--- config.mk ---
export PLATFORM = sky130hd
export DESIGN_NAME = pipeline_hazard_ctrl
export DESIGN_NICKNAME = d
export VERILOG_FILES = /design/src/rtl/pipeline_hazard_ctrl.sv
export SDC_FILE = /design/constraint.sdc
export NUM_CORES = 1
export LEC_CHECK = 0
export CAP_MARGIN = 40
export CORE_MARGIN = 3
export CORE_UTILIZATION = 44
export CTS_CLUSTER_SIZE = 30
export DETAILED_ROUTE_END_ITERATION = 8
export MAX_ROUTING_LAYER = met4
export PLACE_DENSITY = 0.87
export SYNTH_ARGS = -nofsm -noshare
export SYNTH_HDL_FRONTEND = slang
export SYNTH_SLANG_ARGS = --single-unit
export TNS_END_PERCENT = 100
--- constraint.sdc ---
create_clock -name clk -period 5.14 [get_ports clk]
set_clock_uncertainty 0.1 [all_clocks]
set_input_delay 0.514 -clock clk [delete_from_list [all_inputs] [get_ports clk]]
set_output_delay 0.514 -clock clk [all_outputs]
set_load 0.02 [all_outputs]
--- src/rtl/pipeline_hazard_ctrl.sv ---
`default_nettype none
// ============================================================================
// Module   : pipeline_hazard_ctrl
// Purpose  : Hazard/flow controller for a fetch/decode/execute pipeline.
//            Detects load-use hazards (decode reads a register that a load in
//            execute is about to write) and holds fetch/decode while inserting
//            bubbles; flushes younger stages on a taken branch/jump resolved in
//            execute; freezes the pipe while data memory is busy. Keeps
//            saturating stall-cycle and taken-jump counters.
// Ports    : clk, rst_n (async, active-low)
//            id_*   : decode-stage instruction valid and source registers
//            ex_*   : execute-stage load/write-back info and jump resolution
//            mem_busy_in, perf_clr_in
//            pc_hold_out, if_id_hold_out, if_id_flush_out, id_ex_bubble_out,
//            ex_mem_hold_out, jump_en_out, jump_addr_out : same-cycle controls
//            state_out, stall_cycles_out, flush_count_out : status/perf
// Revision : 1.0 - initial release
// ============================================================================
module pipeline_hazard_ctrl #(
  parameter int LOAD_STALL_CYCLES = 1,
  parameter int FLUSH_CYCLES      = 2,
  parameter int CNT_W             = 16
) (
  input  logic             clk,
  input  logic             rst_n,
  input  logic             id_instr_valid_in,
  input  logic [4:0]       id_reg1_addr_in,
  input  logic [4:0]       id_reg2_addr_in,
  input  logic             ex_is_load_in,
  input  logic             ex_wen_in,
  input  logic [4:0]       ex_write_addr_in,
  input  logic             ex_jump_en_in,
  input  logic [31:0]      ex_jump_addr_in,
  input  logic             mem_busy_in,
  input  logic             perf_clr_in,
  output logic             pc_hold_out,
  output logic             if_id_hold_out,
  output logic             if_id_flush_out,
  output logic             id_ex_bubble_out,
  output logic             ex_mem_hold_out,
  output logic             jump_en_out,
  output logic [31:0]      jump_addr_out,
  output logic [1:0]       state_out,
  output logic [CNT_W-1:0] stall_cycles_out,
  output logic [CNT_W-1:0] flush_count_out
);

  typedef enum logic [1:0] {
    RUN        = 2'd0,
    LOAD_STALL = 2'd1,
    FLUSH      = 2'd2,
    MEM_WAIT   = 2'd3
  } state_t;

  localparam logic [3:0] LOAD_RELOAD  = 4'(LOAD_STALL_CYCLES - 1);
  localparam logic [3:0] FLUSH_RELOAD = 4'(FLUSH_CYCLES - 1);

  state_t           state, state_nxt, ret_state, ret_nxt, active;
  logic [3:0]       cnt, cnt_nxt;
  logic [CNT_W-1:0] stall_cnt, flush_cnt, stall_nxt, flush_nxt;
  logic             hazard;
  logic             pc_hold, if_id_hold, if_id_flush, id_ex_bubble, ex_mem_hold;
  logic             jump_en;
  logic [31:0]      jump_addr;

  assign hazard = id_instr_valid_in & ex_is_load_in & ex_wen_in &
                  (ex_write_addr_in != 5'd0) &
                  (((id_reg1_addr_in == ex_write_addr_in) && (id_reg1_addr_in != 5'd0)) ||
                   ((id_reg2_addr_in == ex_write_addr_in) && (id_reg2_addr_in != 5'd0)));

  // On the first idle-memory cycle the saved state is resumed in that same
  // cycle, so the decision logic always works on the "effective" state.
  assign active = (state == MEM_WAIT) ? ret_state : state;

  always_comb begin
    pc_hold      = 1'b0;
    if_id_hold   = 1'b0;
    if_id_flush  = 1'b0;
    id_ex_bubble = 1'b0;
    ex_mem_hold  = 1'b0;
    jump_en      = 1'b0;
    jump_addr    = 32'd0;
    state_nxt    = state;
    ret_nxt      = ret_state;
    cnt_nxt      = cnt;
    if (mem_busy_in) begin
      pc_hold     = 1'b1;
      if_id_hold  = 1'b1;
      ex_mem_hold = 1'b1;
      state_nxt   = MEM_WAIT;
      // Capture the interrupted state only on entry; cnt stays frozen.
      if (state != MEM_WAIT) ret_nxt = state;
    end else if (ex_jump_en_in) begin
      jump_en      = 1'b1;
      jump_addr    = ex_jump_addr_in;
      if_id_flush  = 1'b1;
      id_ex_bubble = 1'b1;
      ret_nxt      = RUN;
      if (FLUSH_CYCLES > 1) begin
        state_nxt = FLUSH;
        cnt_nxt   = FLUSH_RELOAD;
      end else begin
        state_nxt = RUN;
        cnt_nxt   = 4'd0;
      end
    end else begin
      ret_nxt = RUN;
      case (active)
        LOAD_STALL: begin
          pc_hold      = 1'b1;
          if_id_hold   = 1'b1;
          id_ex_bubble = 1'b1;
          if (cnt <= 4'd1) begin
            state_nxt = RUN;
            cnt_nxt   = 4'd0;
          end else begin
            state_nxt = LOAD_STALL;
            cnt_nxt   = cnt - 4'd1;
          end
        end
        FLUSH: begin
          if_id_flush  = 1'b1;
          id_ex_bubble = 1'b1;
          if (cnt <= 4'd1) begin
            state_nxt = RUN;
            cnt_nxt   = 4'd0;
          end else begin
            state_nxt = FLUSH;
            cnt_nxt   = cnt - 4'd1;
          end
        end
        default: begin
          // Hazards start a stall only from RUN; inside a stall the outputs
          // already match, and inside a flush decode holds a dead instruction.
          state_nxt = RUN;
          cnt_nxt   = 4'd0;
          if (hazard) begin
            pc_hold      = 1'b1;
            if_id_hold   = 1'b1;
            id_ex_bubble = 1'b1;
            if (LOAD_STALL_CYCLES > 1) begin
              state_nxt = LOAD_STALL;
              cnt_nxt   = LOAD_RELOAD;
            end
          end
        end
      endcase
    end
  end

  // Clear wins over increment; both counters stop at all-ones.
  always_comb begin
    stall_nxt = stall_cnt;
    flush_nxt = flush_cnt;
    if (perf_clr_in) begin
      stall_nxt = '0;
      flush_nxt = '0;
    end else begin
      if (pc_hold && (stall_cnt != {CNT_W{1'b1}})) stall_nxt = stall_cnt + CNT_W'(1);
      if (jump_en && (flush_cnt != {CNT_W{1'b1}})) flush_nxt = flush_cnt + CNT_W'(1);
    end
  end

  always_ff @(posedge clk or negedge rst_n) begin
    if (!rst_n) begin
      state     <= RUN;
      ret_state <= RUN;
      cnt       <= 4'd0;
      stall_cnt <= '0;
      flush_cnt <= '0;
    end else begin
      state     <= state_nxt;
      ret_state <= ret_nxt;
      cnt       <= cnt_nxt;
      stall_cnt <= stall_nxt;
      flush_cnt <= flush_nxt;
    end
  end

  // Controls are combinational, so they are gated to keep the pipe quiet
  // for as long as reset is held.
  assign pc_hold_out      = rst_n & pc_hold;
  assign if_id_hold_out   = rst_n & if_id_hold;
  assign if_id_flush_out  = rst_n & if_id_flush;
  assign id_ex_bubble_out = rst_n & id_ex_bubble;
  assign ex_mem_hold_out  = rst_n & ex_mem_hold;
  assign jump_en_out      = rst_n & jump_en;
  assign jump_addr_out    = rst_n ? jump_addr : 32'd0;
  assign state_out        = state;
  assign stall_cycles_out = stall_cnt;
  assign flush_count_out  = flush_cnt;

endmodule
`default_nettype wire

==> impl_metrics.py <==
metrics = {
    "drt": {
        "num_vias": 2645,
        "vias_per_cell": 5.38,
        "drt_iter0_drc": 90,
        "drcViolationCount": 0,
        "firstDrtPassIters": 4,
        "drtAntennaViolNets": 0,
        "wl_per_cell_um": 15.0,
        "wl_um": 7380,
    },
    "finish": {
        "diodes": 0,
        "nNetsFinal": 480,
        "layout_commonest_cell": "clkdlybuf4s50_1",
        "stdcell_count": 492,
        "syn_to_final_growth_pct": 56.4,
        "fill_cells": 425,
        "most-common-layout-cells": "clkdlybuf4s50_1, dfrtp_1, and3_1",
        "drive_gt1_share_pct": 4.76,
    },
    "timing": {
        "slew_headroom_pct": 61.6,
        "finalSetupViolations": 0,
        "period_share_pct": 68.4,
        "setup_tns_ps": 0,
        "timing.final.ws_setup_ps": 1620,
        "finalCriticalPeriod_ps": 3520,
        "hold_viol": 0,
        "max_freq_ghz": 0.284,
        "slew_viol_final": 0,
        "worstMarginPinSlew_ps": 571,
        "grt_setup_unrepaired": "no",
    },
    "yosys": {
        "synth.cell_area_um2": 2550,
        "syn_inst": 298,
        "synth_nets": 359,
        "ys.flop_type": "dfrtp_1",
        "post_synth.cell_area_avg_um2": 8.56,
        "synth_edf_count": 0,
        "postSynth.asyncResetShare_pct": 100,
        "seq_area_frac_synth_pct": 39.3,
        "synth_cell_types": 44,
        "synth_seq_cells": 40,
        "ys_warn_count": 0,
    },
    "cts": {
        "worstSkewPairLatency_ps": 300,
        "cts.htree.levels": 2,
        "clock_sinks": 40,
        "cts_tree": "done",
        "hold_buffers": 0,
        "clockBufferDepth": 2,
        "cts_setup_buffers": 0,
        "ctsResizeCount": 0,
        "cts_inserted_buffers": 5,
        "clockRootBuffer": "clkbuf_8",
        "path_clk_slew_ps": 90,
    },
    "worst_hold_path": {
        "hold_class": "in2async",
    },
    "global_routing": {
        "groute.usage.overall_pct": 22.0,
        "antenna_found_initial": 0,
        "overflow": 0,
        "grt_pass1_wl_um": 11300,
        "grt_pass1_vias": 2409,
        "grt_max_degree": 42,
    },
    "critical_path": {
        "path_common_cell": "clkdlybuf4s50_1",
        "worstPathCellList": "clkdlybuf4s50_1 > or4_2 > o2111ai_1 > o21a_1 > o21ai_0 > and2_1 > clkdlybuf4s50_1",
        "crit_path_max_fanout": 3,
        "arrival_ps": 2900,
        "cp-end-kind": "primary output",
        "worstSetupPathType": "in2out",
        "cp.required_ps": 4530,
        "crit_family": "buffers and inverters",
        "slowest_stage": "or4_2",
        "worst-path-buf-inv": 2,
        "cpPeakStageDelay_ps": 680,
        "start_kind": "input port",
    },
    "die": {
        "core_um2": 5570,
        "die_width_um": 82.1,
        "rows": 27,
        "fp.dieH_um": 82.1,
        "die_area_um2": 6740,
        "floorplan.initialDensity_pct": 45.7,
        "ios": 127,
    },
    "power_and_ir_drop": {
        "leakagePower_nw": 1.68,
        "powerDensity_nw_per_um2": 191,
        "ir_drop_mv": 0.189,
    },
    "placement": {
        "dp.cells": 484,
        "dp_hpwl_um": 5720,
        "io_buffers": 126,
        "gp_congestion": 0.830,
        "preCtsSetupSlack_ps": 1610,
    },
    "outcome": {
        "status": "finished clean",
    },
    "flow_run": {
        "cap_violations": 0,
    },
}
[registers in the layout, summed over array words and instances, names as in the netlist]
register and count:
flush_count_out 16, stall_cycles_out 16, cnt 4, ret_state 2, state_out 2
[layer usage]
metal / up-vias / track usage, % / share of wire [%]
li1: 1305 / - / -
met1: 1243 / 24.8 / 41
met2: 92 / 39.8 / 50
met3: 5 / 5.97 / 9.0
met4: 0 / 3.49 / 0.52
met5: - / - / 0
[cells by family (layout without fill, tap and decap cells)]
family | count (synthesis) | count (layout) | synth area share, %
buffers and inverters | 27 | 149 | 4.76
XOR/XNOR | 24 | 24 | 8.24
AND/OR/NAND/NOR | 150 | 150 | 32.3
flip-flops | 40 | 40 | 39.3
adder cells (fa/ha/maj) | 6 | 6 | 2.94
AO/OA/AOI/OAI | 48 | 48 | 11.2
multiplexers | 3 | 3 | 1.23
[worst paths after layout]
path | from | end | slack [ps] | depth (start not counted)
min in group clk | cnt[1] | cnt[1] | 440 | 2
max in group asynchronous | rst_n | stall_cycles_out[15] | 3970 | 2
max reg2reg | state_out[1] | stall_cycles_out[15] | 2250 | 9
min | rst_n | state_out[0] | 110 | 1
min reg2reg | cnt[1] | cnt[1] | 440 | 2
max | ex_write_addr_in[1] | pc_hold_out | 1620 | 7
[per-stage QoR]
stage	instance area, um2	total power (W)	util [%]	hold slack, ps
after global placement	3830	0.000496	68.6	390
after floorplan	2550	0.000412	-	118
final	3990	0.000763	71.5	107
after global routing	3990	0.000796	71.5	112
after detailed placement	3870	0.000504	69.5	409
after CTS	3990	0.000769	71.5	98.5
[power breakdown]
group          internal [W]  switching, W  total (W)
clock network      0.000146      0.000120   0.000266
logic             0.0000863     0.0000817   0.000168
registers          0.000321    0.00000716   0.000328
total              0.000554      0.000209   0.000763
[area by class of cell]
| type | instances | area [um2] | area share (%) |
|---|---|---|---|
| clock buffer | 5 | 68.8 | 1.73 |
| sequential | 40 | 1000 | 25.1 |
| multi-input combinational | 231 | 1430 | 35.9 |
| inverter | 11 | 41.3 | 1.04 |
| tap | 72 | 90.1 | 2.26 |
| timing repair buffer | 130 | 1310 | 32.9 |
| clock inverter | 3 | 46.3 | 1.16 |
[cells in the mapped netlist (all sizes together) (9+ instances only)]
library cell	count	area [um2]
clkbuf	11	41.3
nor2	31	116
nand4	9	56.3
and3	38	238
inv	11	41.3
nand2	20	75.1
dfrtp	40	1000
xor2	19	166
o21ai	16	80.1
a21oi	15	75.1
nand3	16	80.1
Note: power is estimated with default switching activity, not from simulation.
